## src/rtl/ascii_num_parser_if.sv

```systemverilog
// ascii_num_parser_if
//   Character-in / number-out handshake bundle for ascii_num_parser.
//   Ports (slave = parser side):
//     char_in[7:0], char_valid  -> parser ; char_rdy <- parser
//     num_out, term_out, err_empty, err_ovf, num_valid <- parser ; num_rdy -> parser
//   master = the byte source / result consumer side.
interface ascii_num_parser_if #(
  parameter int NUM_BITS = 16
) ();
  logic [7:0]          char_in;
  logic                char_valid;
  logic                char_rdy;
  logic [NUM_BITS-1:0] num_out;
  logic [7:0]          term_out;
  logic                err_empty;
  logic                err_ovf;
  logic                num_valid;
  logic                num_rdy;

  modport master (
    output char_in, char_valid, num_rdy,
    input  char_rdy, num_out, term_out, err_empty, err_ovf, num_valid
  );

  modport slave (
    input  char_in, char_valid, num_rdy,
    output char_rdy, num_out, term_out, err_empty, err_ovf, num_valid
  );
endinterface

```

## src/rtl/ascii_num_parser.sv

```systemverilog
// ascii_num_parser
//   Streaming decimal-number parser. Accepts one ASCII char per handshake,
//   accumulates an optionally signed decimal magnitude and presents it as a
//   two's-complement NUM_BITS word once a non-digit terminator arrives.
//   Out-of-range magnitudes saturate and flag err_ovf; a terminator without
//   any digit flags err_empty and yields 0.
//   Ports:
//     clk   - sole clock, rising edge
//     reset - synchronous, active-high
//     bus   - ascii_num_parser_if.slave (char stream in, result out)
module ascii_num_parser #(
  parameter int NUM_BITS = 16
) (
  input  logic               clk,
  input  logic               reset,
  ascii_num_parser_if.slave  bus
);

  localparam int W = NUM_BITS + 5;
  localparam logic [NUM_BITS:0] LIM_NEG = (NUM_BITS+1)'(1) << (NUM_BITS - 1);
  localparam logic [NUM_BITS:0] LIM_POS = LIM_NEG - (NUM_BITS+1)'(1);

  typedef enum logic [1:0] {
    ST_IDLE,
    ST_ACCUM,
    ST_DONE
  } state_t;

  state_t            state_reg, state_next;
  logic [NUM_BITS:0] acc_reg, acc_next;
  logic              neg_reg, neg_next;
  logic              seen_reg, seen_next;
  logic              ovf_reg, ovf_next;
  logic              empty_reg, empty_next;
  logic [7:0]        term_reg, term_next;

  logic              is_digit;
  logic [3:0]        digit;
  logic [W-1:0]      acc_ext;
  logic [W-1:0]      prod_next;
  logic [NUM_BITS:0] lim;
  logic [NUM_BITS:0] signed_val;

  assign is_digit = (bus.char_in >= 8'h30) && (bus.char_in <= 8'h39);
  // XOR with 0x30 leaves the low nibble untouched, so the digit is just [3:0].
  assign digit    = bus.char_in[3:0];

  // acc*10 + digit in the wide domain so the overflow test cannot wrap.
  assign acc_ext   = W'(acc_reg);
  assign prod_next = (acc_ext << 3) + (acc_ext << 1) + W'(digit);
  assign lim       = neg_reg ? LIM_NEG : LIM_POS;

  always_ff @(posedge clk) begin
    if (reset) begin
      state_reg <= ST_IDLE;
      acc_reg   <= '0;
      neg_reg   <= 1'b0;
      seen_reg  <= 1'b0;
      ovf_reg   <= 1'b0;
      empty_reg <= 1'b0;
      term_reg  <= 8'h00;
    end else begin
      state_reg <= state_next;
      acc_reg   <= acc_next;
      neg_reg   <= neg_next;
      seen_reg  <= seen_next;
      ovf_reg   <= ovf_next;
      empty_reg <= empty_next;
      term_reg  <= term_next;
    end
  end

  always_comb begin
    state_next = state_reg;
    acc_next   = acc_reg;
    neg_next   = neg_reg;
    seen_next  = seen_reg;
    ovf_next   = ovf_reg;
    empty_next = empty_reg;
    term_next  = term_reg;

    case (state_reg)
      ST_IDLE: begin
        if (bus.char_valid) begin
          if (bus.char_in == 8'h20) begin
            // leading blanks are swallowed
          end else if (bus.char_in == 8'h2D) begin
            neg_next   = 1'b1;
            state_next = ST_ACCUM;
          end else if (bus.char_in == 8'h2B) begin
            neg_next   = 1'b0;
            state_next = ST_ACCUM;
          end else if (is_digit) begin
            neg_next   = 1'b0;
            acc_next   = (NUM_BITS+1)'(digit);
            seen_next  = 1'b1;
            state_next = ST_ACCUM;
          end else begin
            term_next  = bus.char_in;
            empty_next = 1'b1;
            state_next = ST_DONE;
          end
        end
      end

      ST_ACCUM: begin
        if (bus.char_valid) begin
          if (is_digit) begin
            seen_next = 1'b1;
            // Once clamped, acc stays at the limit: limit*10+d always exceeds it.
            if (prod_next > W'(lim)) begin
              acc_next = lim;
              ovf_next = 1'b1;
            end else begin
              acc_next = prod_next[NUM_BITS:0];
            end
          end else begin
            term_next  = bus.char_in;
            empty_next = !seen_reg;
            state_next = ST_DONE;
          end
        end
      end

      ST_DONE: begin
        if (bus.num_rdy) begin
          acc_next   = '0;
          neg_next   = 1'b0;
          seen_next  = 1'b0;
          ovf_next   = 1'b0;
          empty_next = 1'b0;
          state_next = ST_IDLE;
        end
      end

      default: state_next = ST_IDLE;
    endcase
  end

  // Negating LIM_NEG in NUM_BITS+1 bits truncates to the most negative word.
  assign signed_val = neg_reg ? (~acc_reg + (NUM_BITS+1)'(1)) : acc_reg;

  assign bus.num_out   = empty_reg ? '0 : signed_val[NUM_BITS-1:0];
  assign bus.term_out  = term_reg;
  assign bus.err_empty = empty_reg;
  assign bus.err_ovf   = ovf_reg;
  assign bus.num_valid = (state_reg == ST_DONE);
  assign bus.char_rdy  = (state_reg != ST_DONE) && !reset;

endmodule

```

## src/flat_wrapper.sv

```systemverilog
// flat-port wrapper written by rule: the top's interface ports become plain ports
module ascii_num_parser_flat 
#(
  parameter int NUM_BITS = 16
)
  (clk, reset, bus_char_in, bus_char_valid, bus_num_rdy, bus_char_rdy, bus_num_out, bus_term_out, bus_err_empty, bus_err_ovf, bus_num_valid);
  ascii_num_parser_if #(.NUM_BITS(NUM_BITS)) bus_i ();
  input  logic clk;
  input  logic reset;
  input wire logic [$bits(bus_i.char_in)-1:0] bus_char_in;
  input wire logic [$bits(bus_i.char_valid)-1:0] bus_char_valid;
  input wire logic [$bits(bus_i.num_rdy)-1:0] bus_num_rdy;
  output wire logic [$bits(bus_i.char_rdy)-1:0] bus_char_rdy;
  output wire logic [$bits(bus_i.num_out)-1:0] bus_num_out;
  output wire logic [$bits(bus_i.term_out)-1:0] bus_term_out;
  output wire logic [$bits(bus_i.err_empty)-1:0] bus_err_empty;
  output wire logic [$bits(bus_i.err_ovf)-1:0] bus_err_ovf;
  output wire logic [$bits(bus_i.num_valid)-1:0] bus_num_valid;
  assign bus_i.char_in = bus_char_in;
  assign bus_i.char_valid = bus_char_valid;
  assign bus_i.num_rdy = bus_num_rdy;
  assign bus_char_rdy = bus_i.char_rdy;
  assign bus_num_out = bus_i.num_out;
  assign bus_term_out = bus_i.term_out;
  assign bus_err_empty = bus_i.err_empty;
  assign bus_err_ovf = bus_i.err_ovf;
  assign bus_num_valid = bus_i.num_valid;
  ascii_num_parser #(.NUM_BITS(NUM_BITS)) u_core (.clk(clk), .reset(reset), .bus(bus_i));
endmodule
```

## config.mk

```make
export PLATFORM = sky130hd
export DESIGN_NAME = ascii_num_parser_flat
export DESIGN_NICKNAME = d
export VERILOG_FILES = /design/src/rtl/ascii_num_parser_if.sv /design/src/rtl/ascii_num_parser.sv /design/src/flat_wrapper.sv
export SDC_FILE = /design/constraint.sdc
export NUM_CORES = 1
export LEC_CHECK = 0
export ABC_AREA = 1
export BUFFER_PORTS_ARGS = -buffer_cell sky130_fd_sc_hd__buf_2
export CAP_MARGIN = 25
export CORE_ASPECT_RATIO = 0.9
export CORE_UTILIZATION = 55
export DETAILED_ROUTE_END_ITERATION = 8
export HOLD_SLACK_MARGIN = 0.02
export PLACE_DENSITY_LB_ADDON = 0.05
export SYNTH_ARGS = -nofsm -noshare
export SYNTH_HDL_FRONTEND = slang
export SYNTH_SLANG_ARGS = --single-unit
export TNS_END_PERCENT = 100
```

## constraint.sdc

```tcl
create_clock -name clk -period 6 [get_ports clk]
set_input_delay 1.2 -clock clk [delete_from_list [all_inputs] [get_ports clk]]
set_output_delay 1.2 -clock clk [all_outputs]
set_load 0.005 [all_outputs]
```

==> results_dict.tcl, run 1 <==
set metrics [dict create \
    critPathLaunchType "input port" \
    dp_hpwl_um 7798 \
    end_kind "flop" \
    synth_edf_count 0 \
    synth_fp_nets 624 \
    holdCritStartpoint "u_core.bus.err_ovf$_SDFFE_PP0P_" \
    netlist_top_cells_area "ha_1, dfxtp_1, nand2_1" \
    largest_register_ffs 17 \
    hold_path_depth 4 \
    vias 3853 \
    antenna_found_initial 0 \
    cts_tree "built" \
    drt_first_pass_iters 5 \
    reg2reg_to "u_core.acc_reg[4]$_SDFFE_PP0P_" \
    relSlewSlack 0.4240 \
    cts_setup_buffers 0 \
    cts_buffers 5 \
    grt_util_met1 0.4511 \
    ir_drop_mv 0.2777 \
    maxCapViolCount 0 \
    place.gp.congestion 0.9299 \
    drt_iter0_markers 275 \
    coreArea_sq_um 6284 \
    skew_ns 0.01006 \
    rsz0062_at_grt "false" \
    area_growth_pct 9.560 \
    totalWireLength_um 9773 \
    synth.yosys.seq_area_share 0.1693 \
    clkTransAtPathRegs_ns 0.07 \
    io_buffers 39 \
    ioPinCount 40 \
    path_delay_family "simple AND/OR/NAND/NOR gates" \
    synth_area_sq_um 3665 \
    wire_per_inst_um 14.41 \
    slowest_delay_ns 0.55 \
    grt.overflow.total 0 \
    arrival_ns 5.19 \
    final_nets 659 \
    setup-violations-final 0 \
    grt_max_degree 29 \
    row_count 27 \
    fillers 621 \
    ff2ff_path_depth 21 \
    grt_pass1_vias 3470 \
    p_per_area_nw_per_um2 294.1 \
    yosys.area.top_type "ha_1" \
    rrSetupSlack_ns 1.62 \
    cts_resized 0 \
    finalSetupTns_ns 0 \
    synth_common_cells "nand2_1, inv_1, a21oi_1, ha_1, nor2_1" \
    drive_gt1_frac 0.1354 \
    crit_fanout 18 \
    die_y_um 79.44 \
    path_cells "buf_2 -> inv_1 -> fa_1 -> inv_1 -> fa_1 -> nand2_1 -> nand2_1 -> nand3_1 -> nand2_1 -> a31o_2 -> xnor2_1 -> inv_1 -> ha_1 -> nand2_1 -> inv_1 -> nand3_1 -> or4_1 -> nand2_2 -> nand2_4 -> nand2_4 -> nand3_2 -> a21oi_1" \
    dieArea_sq_um 6994 \
    critPathKind "in -> reg" \
    clock_path_buffers 2 \
    status "complete, no violations" \
    max_freq_ghz 0.2003 \
    viasPerCell 5.683 \
    drc 0 \
    grt_use_met3 0.03516 \
    insertion_delay_ns 0.28 \
    ys_types 41 \
    htreeDepth 2 \
    netlist_instances 556 \
    grt_usage 0.3000 \
    whs_endpoint "u_core.bus.err_ovf$_SDFFE_PP0P_" \
    crit_path_top_delay_cell "fa_1" \
    hold_path_class "reg -> reg" \
    required_ns 6.20 \
    diodes 0 \
    start_util 0.5832 \
    min_period_ns 4.993 \
    grt_pass1_wl_um 16480 \
    cp_num_buf_inv 5 \
    cts_hold_buffers 0 \
    ys_ff_latch 31 \
    yosysWarnings 0 \
    synth_top_area_frac 0.1844 \
    synth-main-ff-cell "dfxtp_1" \
    clock-root-buffer "clkbuf_8" \
    rr_startpoint "u_core.acc_reg[0]$_SDFFE_PP0P_" \
    drv_slew 0 \
    worstMarginPinSlew_ns 0.8609 \
    met2_usage 0.4612 \
    grt.busiest_layer "met2" \
    min_period_over_period 0.8322 \
    die_x_um 88.05 \
    fin_total_pwr_mw 1.181 \
    leakage_nw 2.270 \
    cts.sinks 31 \
    syn_area_per_cell_sq_um 6.591 \
    detail-route-antenna-nets 0 \
    synth_most_common_cell "nand2_1" \
    finalHoldViolCount 0 \
    async_flop_share 0 \
]
==> per-stage QoR <==
stage               area [sq um]  utilization  hold slack [ns]  worst slack (ns)  instances
CTS                         3988       0.6346           0.5220             1.030        677
detailed placement          3900       0.6207           0.5070            0.7485        670
global placement            3900       0.6207           0.4942            0.9387        670
finish                      4015       0.6390           0.5171             1.007        678
floorplan                   3665            -           0.4790             1.304        556
global route                4015       0.6390           0.5551            0.6748        678
==> area by class of cell <==
class	count	area, sq um	share of cell area
multi-input cells	438	2694	0.6709
flip-flops and latches	31	620.6	0.1546
inverters	75	281.5	0.07012
repair buffers	40	222.7	0.05547
well taps	87	108.9	0.02711
clock buffers	6	82.58	0.02057
clock inverters	1	5.005	0.001246
==> worst max path at each step <==
stage | start | endpoint | slack (ns) | depth (start not counted)
final | bus_char_in[3] | u_core.acc_reg[4]$_SDFFE_PP0P_ | 1.01 | 22
after global routing | bus_char_in[3] | u_core.acc_reg[7]$_SDFFE_PP0P_ | 0.67 | 22
after CTS | bus_char_in[3] | u_core.acc_reg[4]$_SDFFE_PP0P_ | 1.03 | 22
after detailed placement | bus_char_in[3] | u_core.acc_reg[13]$_SDFFE_PP0P_ | 0.75 | 22
after global placement | bus_char_in[3] | u_core.acc_reg[13]$_SDFFE_PP0P_ | 0.94 | 22
after floorplan | bus_char_in[3] | u_core.acc_reg[3]$_SDFFE_PP0P_ | 1.30 | 21
==> where the power goes <==
group | total [mW] | leakage (nW) | internal [mW] | switching, mW
Sequential | 0.307 | 0.253 | 0.259 | 0.0483
Clock | 0.166 | 0.0470 | 0.0899 | 0.0762
Combinational | 0.708 | 1.97 | 0.252 | 0.456
Total | 1.18 | 2.27 | 0.601 | 0.580
==> cell families after synthesis <==
group / synth area share
simple gates: 0.3452
compound gates: 0.1659
flops: 0.1693
xor+xnor: 0.02868
fa+ha+maj: 0.1953
buf+inv: 0.09559
==> per-layer routing <==
metal | vias to the layer above | wire, um | part of all wire
li1 | 1949 | - | -
met1 | 1765 | 4795 | 0.49
met2 | 127 | 4301 | 0.44
met3 | 12 | 593 | 0.061
met4 | 0 | 83 | 0.0085
met5 | - | 0 | 0
==> placed cells by master, fill, tap and decap left out, types with 5 or more instances in the layout <==
cell | netlist | layout
nand2_1 | 109 | 109
inv_1 | 66 | 66
a21oi_1 | 64 | 64
ha_1 | 54 | 54
nor2_1 | 43 | 43
buf_2 | 3 | 39
nand3_1 | 36 | 36
o21ai_0 | 35 | 35
dfxtp_1 | 31 | 31
nor3_1 | 19 | 19
nand3b_1 | 12 | 12
xor2_1 | 9 | 9
inv_2 | 9 | 9
nand3_2 | 6 | 6
nand4_1 | 6 | 6
clkbuf_8 | 0 | 6
nand2_4 | 5 | 5
a211oi_1 | 5 | 5
==> worst reg2reg max path: stages (launching register included) <==
cell and delay, ns:
dfxtp_1 0.43, inv_1 0.13, fa_1 0.51, inv_1 0.07, fa_1 0.49, nand2_1 0.09, nand2_1 0.07, nand3_1 0.08
nand2_1 0.11, a31o_2 0.23, xnor2_1 0.20, inv_1 0.07, ha_1 0.29, nand2_1 0.06, inv_1 0.07, nand3_1 0.06
or4_1 0.52, nand2_2 0.31, nand2_4 0.10, nand2_4 0.18, nand3_2 0.10, a21oi_1 0.14
Note: power is estimated with default switching activity, not from simulation.
==> inputs of run 2 (changes only) <==
==> constraint.sdc (replaced) <==
create_clock -name clk -period 5.05 [get_ports clk]
set_input_delay 1.01 -clock clk [delete_from_list [all_inputs] [get_ports clk]]
set_output_delay 1.01 -clock clk [all_outputs]
set_load 0.005 [all_outputs]
==> results_dict.tcl, run 2 (synthesis gave the netlist of run 1 again) <==
set metrics [dict create \
    status "complete, no violations" \
    viasPerCell 5.529 \
    die_x_um 88.05 \
    end_kind "flop" \
    arrival_ns 4.83 \
    p_switching_mw 0.6965 \
    relSlewSlack 0.4486 \
    critPathLaunchType "input port" \
    insertion_delay_ns 0.29 \
    worstMarginPinSlew_ns 0.8241 \
    io_buffers 39 \
    cts.sinks 31 \
    htreeDepth 2 \
    reg2reg_to "u_core.acc_reg[15]$_SDFFE_PP0P_" \
    leakage_nw 2.278 \
    clock_path_buffers 2 \
    dp_hpwl_um 7810 \
    max_freq_ghz 0.2139 \
    clkTransAtPathRegs_ns 0.07 \
    p_sw_frac 0.4880 \
    antenna_found_initial 0 \
    min_period_over_period 0.9258 \
    rsz0062_at_grt "false" \
    place.gp.congestion 0.9610 \
    p_per_area_nw_per_um2 354.8 \
    cts_resized 0 \
    drt_iter0_markers 268 \
    finalHoldViolCount 0 \
    rr_startpoint "u_core.acc_reg[0]$_SDFFE_PP0P_" \
    skew_ns 0.008773 \
    post-place-cells 673 \
    row_count 27 \
    clkPwrFrac 0.156 \
    setup-violations-final 0 \
    grt_pass1_vias 3382 \
    area_growth_pct 9.764 \
    crit_fanout 13 \
    grt_usage 0.2959 \
    wire_per_inst_um 14.26 \
    critPathKind "in -> reg" \
    finalSetupTns_ns 0 \
    whs_endpoint "u_core.bus.term_out[7]$_SDFFE_PP0P_" \
    ff2ff_path_depth 21 \
    seq_power_share 0.255 \
    final_cells 681 \
    maxCapViolCount 0 \
    ioPinCount 40 \
    start_util 0.5832 \
    hold_path_class "reg -> reg" \
    largest_register_ffs 17 \
    die_y_um 79.44 \
    p_int_mw 0.7308 \
    totalWireLength_um 9708 \
    drive_gt1_frac 0.1380 \
    clock-root-buffer "clkbuf_8" \
    drc 0 \
    min_period_ns 4.675 \
    cts_setup_buffers 0 \
    detail-route-antenna-nets 0 \
    dieArea_sq_um 6994 \
    p_comb_frac 0.589 \
    ir_drop_mv 0.2538 \
    final_common_cell "nand2_1" \
    coreArea_sq_um 6284 \
    cts_hold_buffers 0 \
    required_ns 5.21 \
    final_nets 661 \
    drv_slew 0 \
    holdCritStartpoint "u_core.bus.term_out[7]$_SDFFE_PP0P_" \
    grt_pass1_wl_um 16130 \
    vias 3765 \
    hold_path_depth 2 \
    cts_tree "built" \
    grt_max_degree 28 \
    diodes 0 \
    mostFrequentLayoutCells "nand2_1, inv_1, a21oi_1" \
    drt_first_pass_iters 5 \
    grt.overflow.total 0 \
    rrSetupSlack_ns 0.69 \
    cts_buffers 5 \
]
## run 2: cell count changes in the layout (fill, tap and decap cells not counted), sizes merged
cell    previous run  this run
clkbuf             6         8
buf               40        42
clkinv             1         0
## run 2: power by group through the flow
stage / sequential (mW) / combinational [mW] / clock [mW]
global route: 0.371 / 0.957 / 0.236
finish: 0.363 / 0.841 / 0.223
global placement: 0.366 / 0.811 / 0
floorplan: 0.357 / 0.599 / 0
CTS: 0.363 / 0.835 / 0.224
detailed placement: 0.367 / 0.830 / 0
## run 2: metal layers
metal / vias up / track usage / share of wire
li1: 1946 / - / -
met2: 106 / 0.4597 / 0.44
met1: 1700 / 0.4375 / 0.49
met4: 0 / 0.05323 / 0.0079
met5: - / 0 / 0
met3: 13 / 0.03826 / 0.064
## run 2: metrics by stage
| step | total power, mW | area, sq um | hold WS [ns] | setup slack, ns | util |
|---|---|---|---|---|---|
| floorplan | 0.9564 | 3665 | 0.4790 | 0.5442 | - |
| global placement | 1.176 | 3923 | 0.4926 | 0.2462 | 0.6243 |
| detailed placement | 1.197 | 3923 | 0.4997 | 0.1152 | 0.6243 |
| CTS | 1.422 | 4023 | 0.5212 | 0.4046 | 0.6402 |
| global route | 1.564 | 4023 | 0.5596 | 0.07807 | 0.6402 |
| finish | 1.427 | 4023 | 0.5180 | 0.3749 | 0.6402 |
## run 2: layout make-up
type | count | area (sq um)
Clock buffer | 8 | 100.1
Multi-Input combinational cell | 438 | 2694
Tap cell | 87 | 108.9
Timing Repair Buffer | 42 | 217.7
Sequential cell | 31 | 620.6
Inverter | 75 | 281.5
Fill cell | 628 | 2261
## run 2: worst max path at each step
stage | slack [ns] | from | endpoint
global placement | 0.25 | bus_char_in[3] | u_core.acc_reg[15]$_SDFFE_PP0P_
finish | 0.37 | bus_char_in[3] | u_core.acc_reg[15]$_SDFFE_PP0P_
global route | 0.08 | bus_char_in[3] | u_core.acc_reg[13]$_SDFFE_PP0P_
detailed placement | 0.12 | bus_char_in[3] | u_core.acc_reg[15]$_SDFFE_PP0P_
floorplan | 0.54 | bus_char_in[3] | u_core.acc_reg[3]$_SDFFE_PP0P_
CTS | 0.40 | bus_char_in[3] | u_core.acc_reg[15]$_SDFFE_PP0P_
## run 2: worst max-delay path, cell delays in order
cell and delay (ns):
buf_2 0.09, inv_1 0.06, fa_1 0.54, inv_1 0.07, fa_1 0.49, nand2_1 0.08
nand2_1 0.07, nand3_1 0.08, nand2_1 0.10, a31o_2 0.23, xnor2_1 0.22, inv_1 0.07
ha_1 0.29, nand2_1 0.05, inv_1 0.06, nand3_1 0.06, or4_1 0.52, nand2_2 0.25
buf_4 0.20, nand3_1 0.10, nand3_1 0.11, a21oi_1 0.06
